[config.mk]
export PLATFORM = sky130hd
export DESIGN_NAME = ej32_mem_ctl_flat
export DESIGN_NICKNAME = d
export VERILOG_FILES = /design/src/rtl/ej32_pkg.sv /design/src/rtl/ej32_mem_ctl_if.sv /design/src/rtl/ej32_fifo.sv /design/src/rtl/ej32_mem_ctl.sv /design/src/flat_wrapper.sv
export SDC_FILE = /design/constraint.sdc
export NUM_CORES = 1
export LEC_CHECK = 0
export BUFFER_PORTS_ARGS = -buffer_cell sky130_fd_sc_hd__buf_4
export CAP_MARGIN = 25
export CORE_MARGIN = 4
export CORE_UTILIZATION = 51
export DETAILED_ROUTE_END_ITERATION = 8
export PLACE_DENSITY = 0.81
export SYNTH_ARGS = -nofsm -noshare
export SYNTH_HDL_FRONTEND = slang
export SYNTH_SLANG_ARGS = --single-unit
[constraint.sdc]
create_clock -name clk -period 3.4 [get_ports clk]
set_input_delay 0.51 -clock clk [delete_from_list [all_inputs] [get_ports clk]]
set_output_delay 0.51 -clock clk [all_outputs]
set_load 0.02 [all_outputs]
[src/rtl/ej32_pkg.sv]
// Shared constants and types for the eJ32 memory controller.
package ej32_pkg;

  localparam int unsigned DEF_ASZ     = 17;
  localparam int unsigned DEF_TIB     = 32'h1000;
  localparam int unsigned DEF_TIB_SZ  = 256;
  localparam int unsigned DEF_OBUF    = 32'h1400;
  localparam int unsigned DEF_OBUF_SZ = 1024;
  localparam int unsigned DEF_TXD     = 8;

  // Which agent owns the RAM port in the current cycle.
  typedef enum logic [1:0] {
    CORE_WR = 2'd0,
    RX_WR   = 2'd1,
    READ    = 2'd2
  } cyc_t;

endpackage

[src/rtl/ej32_mem_ctl_if.sv]
// Console byte channel: TX bytes out of the controller, RX bytes in.
// Handshake: a byte moves on a cycle where both valid and ready are high;
// valid never waits for ready, and the sender holds data while valid is high.
interface ej32_mem_ctl_if;
  logic [7:0] tx_data_o;
  logic       tx_valid_o;
  logic       tx_ready_i;
  logic [7:0] rx_data_i;
  logic       rx_valid_i;
  logic       rx_ready_o;

  modport master (
    output tx_data_o, tx_valid_o, rx_ready_o,
    input  tx_ready_i, rx_data_i, rx_valid_i
  );

  modport slave (
    input  tx_data_o, tx_valid_o, rx_ready_o,
    output tx_ready_i, rx_data_i, rx_valid_i
  );
endinterface

[src/rtl/ej32_fifo.sv]
// Small synchronous FIFO with registered occupancy count.
module ej32_fifo #(
  parameter int unsigned W = 8,
  parameter int unsigned D = 8
) (
  input  logic                 clk,
  input  logic                 rst,
  input  logic                 push_i,
  input  logic [W-1:0]         din_i,
  input  logic                 pop_i,
  output logic [W-1:0]         dout_o,
  output logic                 full_o,
  output logic                 empty_o,
  output logic [$clog2(D):0]   count_o
);
  localparam int unsigned AW = $clog2(D);

  logic [W-1:0]  mem_q [D];
  logic [AW-1:0] wr_q, wr_d, rd_q, rd_d;
  logic [AW:0]   cnt_q, cnt_d;
  logic          do_push, do_pop;

  assign full_o  = (cnt_q == (AW+1)'(D));
  assign empty_o = (cnt_q == '0);
  assign count_o = cnt_q;
  assign dout_o  = mem_q[rd_q];
  assign do_push = push_i && !full_o;
  assign do_pop  = pop_i && !empty_o;

  // Pointer and count next-state; pointers wrap naturally (D is a power of 2).
  always_comb begin
    wr_d  = wr_q;
    rd_d  = rd_q;
    cnt_d = cnt_q;
    if (do_push) wr_d = wr_q + AW'(1);
    if (do_pop)  rd_d = rd_q + AW'(1);
    cnt_d = cnt_q + (AW+1)'(do_push) - (AW+1)'(do_pop);
  end

  // Pointer/count registers, cleared by reset.
  always_ff @(posedge clk or posedge rst) begin
    if (rst) begin
      wr_q  <= '0;
      rd_q  <= '0;
      cnt_q <= '0;
    end else begin
      wr_q  <= wr_d;
      rd_q  <= rd_d;
      cnt_q <= cnt_d;
    end
  end

  // Storage array; contents are don't-care while empty so no reset.
  always_ff @(posedge clk) begin
    if (do_push) mem_q[wr_q] <= din_i;
  end
endmodule

[src/rtl/ej32_mem_ctl.sv]
// Byte RAM arbiter for the eJ32 core: core writes, console RX injection,
// and fetch/load reads share one port; OBUF writes are mirrored to TX.
module ej32_mem_ctl
  import ej32_pkg::*;
#(
  parameter int unsigned ASZ     = DEF_ASZ,
  parameter int unsigned TIB     = DEF_TIB,
  parameter int unsigned TIB_SZ  = DEF_TIB_SZ,
  parameter int unsigned OBUF    = DEF_OBUF,
  parameter int unsigned OBUF_SZ = DEF_OBUF_SZ,
  parameter int unsigned TXD     = DEF_TXD
) (
  input  logic                 clk,
  input  logic                 rst,
  input  logic [ASZ-1:0]       pc_i,
  input  logic                 ls_asel_i,
  input  logic [ASZ-1:0]       ls_addr_i,
  input  logic [7:0]           ls_data_i,
  input  logic                 ls_dwe_i,
  output logic [ASZ-1:0]       mem_addr_o,
  output logic [7:0]           mem_data_o,
  output logic                 mem_we_o,
  input  logic [7:0]           mem_data_i,
  output logic [7:0]           data_o,
  output logic                 data_vld_o,
  output logic                 stall_o,
  ej32_mem_ctl_if.master       con,
  output cyc_t                 dbg_cyc_o,
  output logic [ASZ-1:0]       dbg_rx_ptr_o,
  output logic [$clog2(TXD):0] dbg_tx_cnt_o
);
  localparam int unsigned TBITS = $clog2(TIB_SZ);
  localparam logic [ASZ:0] OB_LO = (ASZ+1)'(OBUF);
  localparam logic [ASZ:0] OB_HI = (ASZ+1)'(OBUF + OBUF_SZ);

  cyc_t           cyc;
  logic [ASZ-1:0] rx_ptr_q, rx_ptr_d;
  logic           data_vld_q;
  logic           ow, push, pop, tx_full, tx_empty;

  assign ow = ({1'b0, ls_addr_i} >= OB_LO) && ({1'b0, ls_addr_i} < OB_HI);

  // Cycle arbitration: core write, then RX steal, then read. Reset masks strobes.
  always_comb begin
    cyc            = READ;
    mem_addr_o     = ls_asel_i ? ls_addr_i : pc_i;
    mem_data_o     = ls_data_i;
    mem_we_o       = 1'b0;
    stall_o        = 1'b0;
    con.rx_ready_o = 1'b0;
    push           = 1'b0;
    rx_ptr_d       = rx_ptr_q;
    if (ls_dwe_i) begin
      cyc        = CORE_WR;
      mem_addr_o = ls_addr_i;
      if (ow && tx_full) begin
        stall_o = 1'b1;
      end else begin
        mem_we_o = 1'b1;
        push     = ow;
      end
    end else if (con.rx_valid_i) begin
      cyc            = RX_WR;
      mem_addr_o     = rx_ptr_q;
      mem_data_o     = con.rx_data_i;
      mem_we_o       = 1'b1;
      stall_o        = 1'b1;
      con.rx_ready_o = 1'b1;
      rx_ptr_d       = {rx_ptr_q[ASZ-1:TBITS], rx_ptr_q[TBITS-1:0] + TBITS'(1)};
    end
    if (rst) begin
      mem_we_o       = 1'b0;
      stall_o        = 1'b0;
      con.rx_ready_o = 1'b0;
      push           = 1'b0;
    end
  end

  // RX ring pointer and read-data-valid flag.
  always_ff @(posedge clk or posedge rst) begin
    if (rst) begin
      rx_ptr_q   <= ASZ'(TIB);
      data_vld_q <= 1'b0;
    end else begin
      rx_ptr_q   <= rx_ptr_d;
      data_vld_q <= !stall_o;
    end
  end

  assign pop            = con.tx_valid_o && con.tx_ready_i;
  assign con.tx_valid_o = !tx_empty;
  assign data_o         = mem_data_i;
  assign data_vld_o     = data_vld_q;
  assign dbg_cyc_o      = cyc;
  assign dbg_rx_ptr_o   = rx_ptr_q;

  ej32_fifo #(.W(8), .D(TXD)) u_tx_fifo (
    .clk     (clk),
    .rst     (rst),
    .push_i  (push),
    .din_i   (ls_data_i),
    .pop_i   (pop),
    .dout_o  (con.tx_data_o),
    .full_o  (tx_full),
    .empty_o (tx_empty),
    .count_o (dbg_tx_cnt_o)
  );
endmodule

[src/flat_wrapper.sv]
// flat-port wrapper written by rule: the top's interface ports become plain ports
module ej32_mem_ctl_flat import ej32_pkg::*;
#(
  parameter int unsigned ASZ     = DEF_ASZ,
  parameter int unsigned TIB     = DEF_TIB,
  parameter int unsigned TIB_SZ  = DEF_TIB_SZ,
  parameter int unsigned OBUF    = DEF_OBUF,
  parameter int unsigned OBUF_SZ = DEF_OBUF_SZ,
  parameter int unsigned TXD     = DEF_TXD
)
  (clk, rst, pc_i, ls_asel_i, ls_addr_i, ls_data_i, ls_dwe_i, mem_addr_o, mem_data_o, mem_we_o, mem_data_i, data_o, data_vld_o, stall_o, dbg_cyc_o, dbg_rx_ptr_o, dbg_tx_cnt_o, con_tx_data_o, con_tx_valid_o, con_rx_ready_o, con_tx_ready_i, con_rx_data_i, con_rx_valid_i);
  ej32_mem_ctl_if con_i ();
  input  logic clk;
  input  logic rst;
  input  logic [ASZ-1:0] pc_i;
  input  logic ls_asel_i;
  input  logic [ASZ-1:0] ls_addr_i;
  input  logic [7:0] ls_data_i;
  input  logic ls_dwe_i;
  output logic [ASZ-1:0] mem_addr_o;
  output logic [7:0] mem_data_o;
  output logic mem_we_o;
  input  logic [7:0] mem_data_i;
  output logic [7:0] data_o;
  output logic data_vld_o;
  output logic stall_o;
  output cyc_t dbg_cyc_o;
  output logic [ASZ-1:0] dbg_rx_ptr_o;
  output logic [$clog2(TXD):0] dbg_tx_cnt_o;
  output wire logic [$bits(con_i.tx_data_o)-1:0] con_tx_data_o;
  output wire logic [$bits(con_i.tx_valid_o)-1:0] con_tx_valid_o;
  output wire logic [$bits(con_i.rx_ready_o)-1:0] con_rx_ready_o;
  input wire logic [$bits(con_i.tx_ready_i)-1:0] con_tx_ready_i;
  input wire logic [$bits(con_i.rx_data_i)-1:0] con_rx_data_i;
  input wire logic [$bits(con_i.rx_valid_i)-1:0] con_rx_valid_i;
  assign con_tx_data_o = con_i.tx_data_o;
  assign con_tx_valid_o = con_i.tx_valid_o;
  assign con_rx_ready_o = con_i.rx_ready_o;
  assign con_i.tx_ready_i = con_tx_ready_i;
  assign con_i.rx_data_i = con_rx_data_i;
  assign con_i.rx_valid_i = con_rx_valid_i;
  ej32_mem_ctl #(.ASZ(ASZ), .TIB(TIB), .TIB_SZ(TIB_SZ), .OBUF(OBUF), .OBUF_SZ(OBUF_SZ), .TXD(TXD)) u_core (.clk(clk), .rst(rst), .pc_i(pc_i), .ls_asel_i(ls_asel_i), .ls_addr_i(ls_addr_i), .ls_data_i(ls_data_i), .ls_dwe_i(ls_dwe_i), .mem_addr_o(mem_addr_o), .mem_data_o(mem_data_o), .mem_we_o(mem_we_o), .mem_data_i(mem_data_i), .data_o(data_o), .data_vld_o(data_vld_o), .stall_o(stall_o), .con(con_i), .dbg_cyc_o(dbg_cyc_o), .dbg_rx_ptr_o(dbg_rx_ptr_o), .dbg_tx_cnt_o(dbg_tx_cnt_o));
endmodule
==> flow_metrics.py <==
metrics = {
    "status": {
        "status": "finished clean",
    },
    "global_route": {
        "globalRouteOverflowTotal": 0,
        "track_usage_pct": 19.3,
        "grt_pass1_vias": 2651,
        "grt_max_degree": 21,
        "grt_first_pass_wirelength_mm": 13.1,
        "antenna_found_initial": 0,
    },
    "setup_path": {
        "r2r_cells": 11,
        "crit_required_ns": 2.89,
        "worstSetupPathType": "reg -> out",
        "path_depth": 4,
        "cp-end-kind": "output pin",
        "cp_max_fo": 16,
        "cp_cell_sequence": "buf_4 -> mux4_1 -> mux2_2 -> buf_4",
        "crit_path_start_kind": "flip-flop",
        "cp_slowest_cell": "mux4_1",
        "crit_top_cell": "buf_4",
        "crit_family": "multiplexers",
        "critPathMaxStageDelay_ns": 0.61,
        "cp_data_arrival_time_ns": 2.11,
        "path_buf_inv": 2,
    },
    "sta": {
        "fin_crit_sh_pct": 77.2,
        "rsz0062_at_grt": "false",
        "clock_skew_ns": 0.00734,
        "worst-slew-pin-transition_ns": 0.806,
        "finalMaxSlewViolations": 0,
        "clock.fmax_mhz": 381,
        "tns_ns": 0,
        "post-route-min-period_ns": 2.62,
        "slew_headroom_pct": 45.9,
        "setup_viol": 0,
        "finalHoldViolCount": 0,
    },
    "finish": {
        "drive_gt1_share_pct": 38.4,
        "area_growth_pct": 26.9,
        "layout_common_cells": "119 x buf_4, 64 x edfxtp_1, 31 x nand2_1",
        "fillers": 519,
        "nets": 449,
        "area.sequential_um2": 2400,
        "num_antenna_cells": 0,
        "multi_input_comb_area_um2": 1380,
        "layout_commonest_cell": "buf_4",
    },
    "drt": {
        "drc_errors": 0,
        "dr.first_iter.drc_count": 78,
        "ant_nets": 0,
        "routed_wirelength_mm": 8.60,
        "via_per_inst": 5.49,
        "num_vias": 2631,
        "first_pass_iters": 7,
        "post_drt_wl_per_cell_um": 18.0,
    },
    "worst_hold_path": {
        "hold_class": "in -> async",
    },
    "clocking": {
        "hold_buffers": 0,
        "post_cts_resized": 0,
        "cts.sinks": 83,
        "clockBufferDepth": 2,
        "clockRootBuffer": "clkbuf_8",
        "htreeDepth": 3,
        "clk_pin_slew_worst_paths_ns": 0.08,
        "cts-buffers-inserted": 9,
        "clkLatencyLatePin_ns": 0.34,
        "postCtsSetupBuffers": 0,
        "tritoncts": "done",
    },
    "placed_design": {
        "hpwlAfterDp_mm": 6.09,
        "io_buffers": 107,
        "place_congestion": 0.726,
    },
    "die": {
        "initial_core_util_pct": 53.6,
        "io_pins": 133,
        "fp-row-count": 31,
        "die_y_um": 96.5,
        "fp.dieArea_um2": 9310,
        "dieWidth_um": 96.5,
        "core_area_um2": 7450,
    },
    "logic_synthesis": {
        "ys_warn_count": 0,
        "synth_area_um2": 3990,
        "syn_avg_cell_area_um2": 14.9,
        "syn_inst": 267,
        "yosysUniqueCellTypes": 36,
        "seq_area_frac_synth_pct": 60.1,
        "ys_ff_latch": 83,
    },
    "power": {
        "power_mw": 3.27,
        "power.density_nw_per_um2": 645,
        "vdd_ir_drop_max_v": 0.000315,
        "leakagePower_nw": 2.14,
    },
    "job": {
        "drv_cap": 0,
    },
}
[area by class of cell]
cell class,instances,area share (%)
Inverter,11,0.815
Tap cell,99,2.45
Multi-Input combinational cell,151,27.2
Clock inverter,7,2.10
Sequential cell,83,47.3
Clock buffer,9,2.45
Timing Repair Buffer,119,17.6
[cells in the mapped netlist, drive strengths merged]
library cell	number	share of area (%)
o2bb2ai	8	1.8
and4b	1	0.25
a22o	8	1.8
clkbuf	7	0.66
a22oi	8	1.5
and3	1	0.16
and4bb	1	0.31
nor3	5	0.63
mux4	16	11
xnor2	11	2.4
nand3	1	0.13
inv	11	1.0
nor2	4	0.38
edfxtp	64	48
nor2b	1	0.16
xor2	2	0.44
a21oi	3	0.38
nor3b	1	0.19
nand2	31	2.9
or3b	2	0.44
dfrtp	19	12
fa	1	0.50
nand2b	2	0.31
nor4	3	0.47
buf	22	4.3
a21o	3	0.56
mux2	10	2.8
ha	9	2.8
nand4	7	1.1
conb	2	0.19
nor4b	3	0.82
[cell families (layout without fill, tap and decap cells)]
logic type	after synthesis	count (layout)	synth area share, %
flops	83	83	60.1
simple gates	63	63	8.24
buf+inv	40	146	6.02
compound gates	30	30	5.96
mux	26	26	13.4
xor+xnor	13	13	2.85
fa+ha+maj	10	10	3.32
other cells	2	9	0.188
[registers in the layout (all words and copies together) (netlist names)]
| signal | cells |
|---|---|
| u_core.u_tx_fifo.count_o | 4 |
| u_core.u_tx_fifo.rd_q | 3 |
| u_core.u_tx_fifo.mem_q | 64 |
| u_core.u_tx_fifo.wr_q | 3 |
| u_core.data_vld_o | 1 |
| u_core.dbg_rx_ptr_o | 8 |
[where the power goes]
part	switching (mW)	internal [mW]	total [mW]
clock network	0.326	0.479	0.805
registers	0.159	1.17	1.33
logic	0.543	0.593	1.14
[path summary, 6_finish.rpt]
check	startpoint	end	slack (ns)
worst min-delay path	rst	u_core.u_tx_fifo.rd_q[2]	0.22
worst max register to register	u_core.u_tx_fifo.count_o[2]	u_core.u_tx_fifo.count_o[3]	0.84
min in group clk	rst	u_core.data_vld_o	0.40
max in group asynchronous	rst	u_core.dbg_rx_ptr_o[2]	2.97
worst max-delay path	u_core.u_tx_fifo.rd_q[0]	con_tx_data_o[6]	0.78
worst min register to register	u_core.dbg_rx_ptr_o[7]	u_core.dbg_rx_ptr_o[7]	0.51
[per-layer routing]
metal,part of all wire (%),wire length [µm],global-route usage (%)
met1,38,3280,22.2
met5,0,0,0
met2,50,4330,33.6
met4,1.8,153,7.01
met3,9.8,839,6.43
[tightest hold or removal path, stage by stage]
cell and delay (ns):
buf_4 0.13, inv_1 0.05, buf_4 0.25
[through the flow]
stage	util [%]	cell area [µm²]	hold slack [ns]	std cells	worst slack, ns
floorplan	-	4020	0.469	274	0.706
global placement	64.9	4840	0.496	463	0.941
detailed placement	64.9	4840	0.496	463	0.879
CTS	68.0	5070	0.214	479	0.734
global route	68.0	5070	0.233	479	0.683
finish	68.0	5070	0.220	479	0.777
Power figures use the tool's default switching activity.
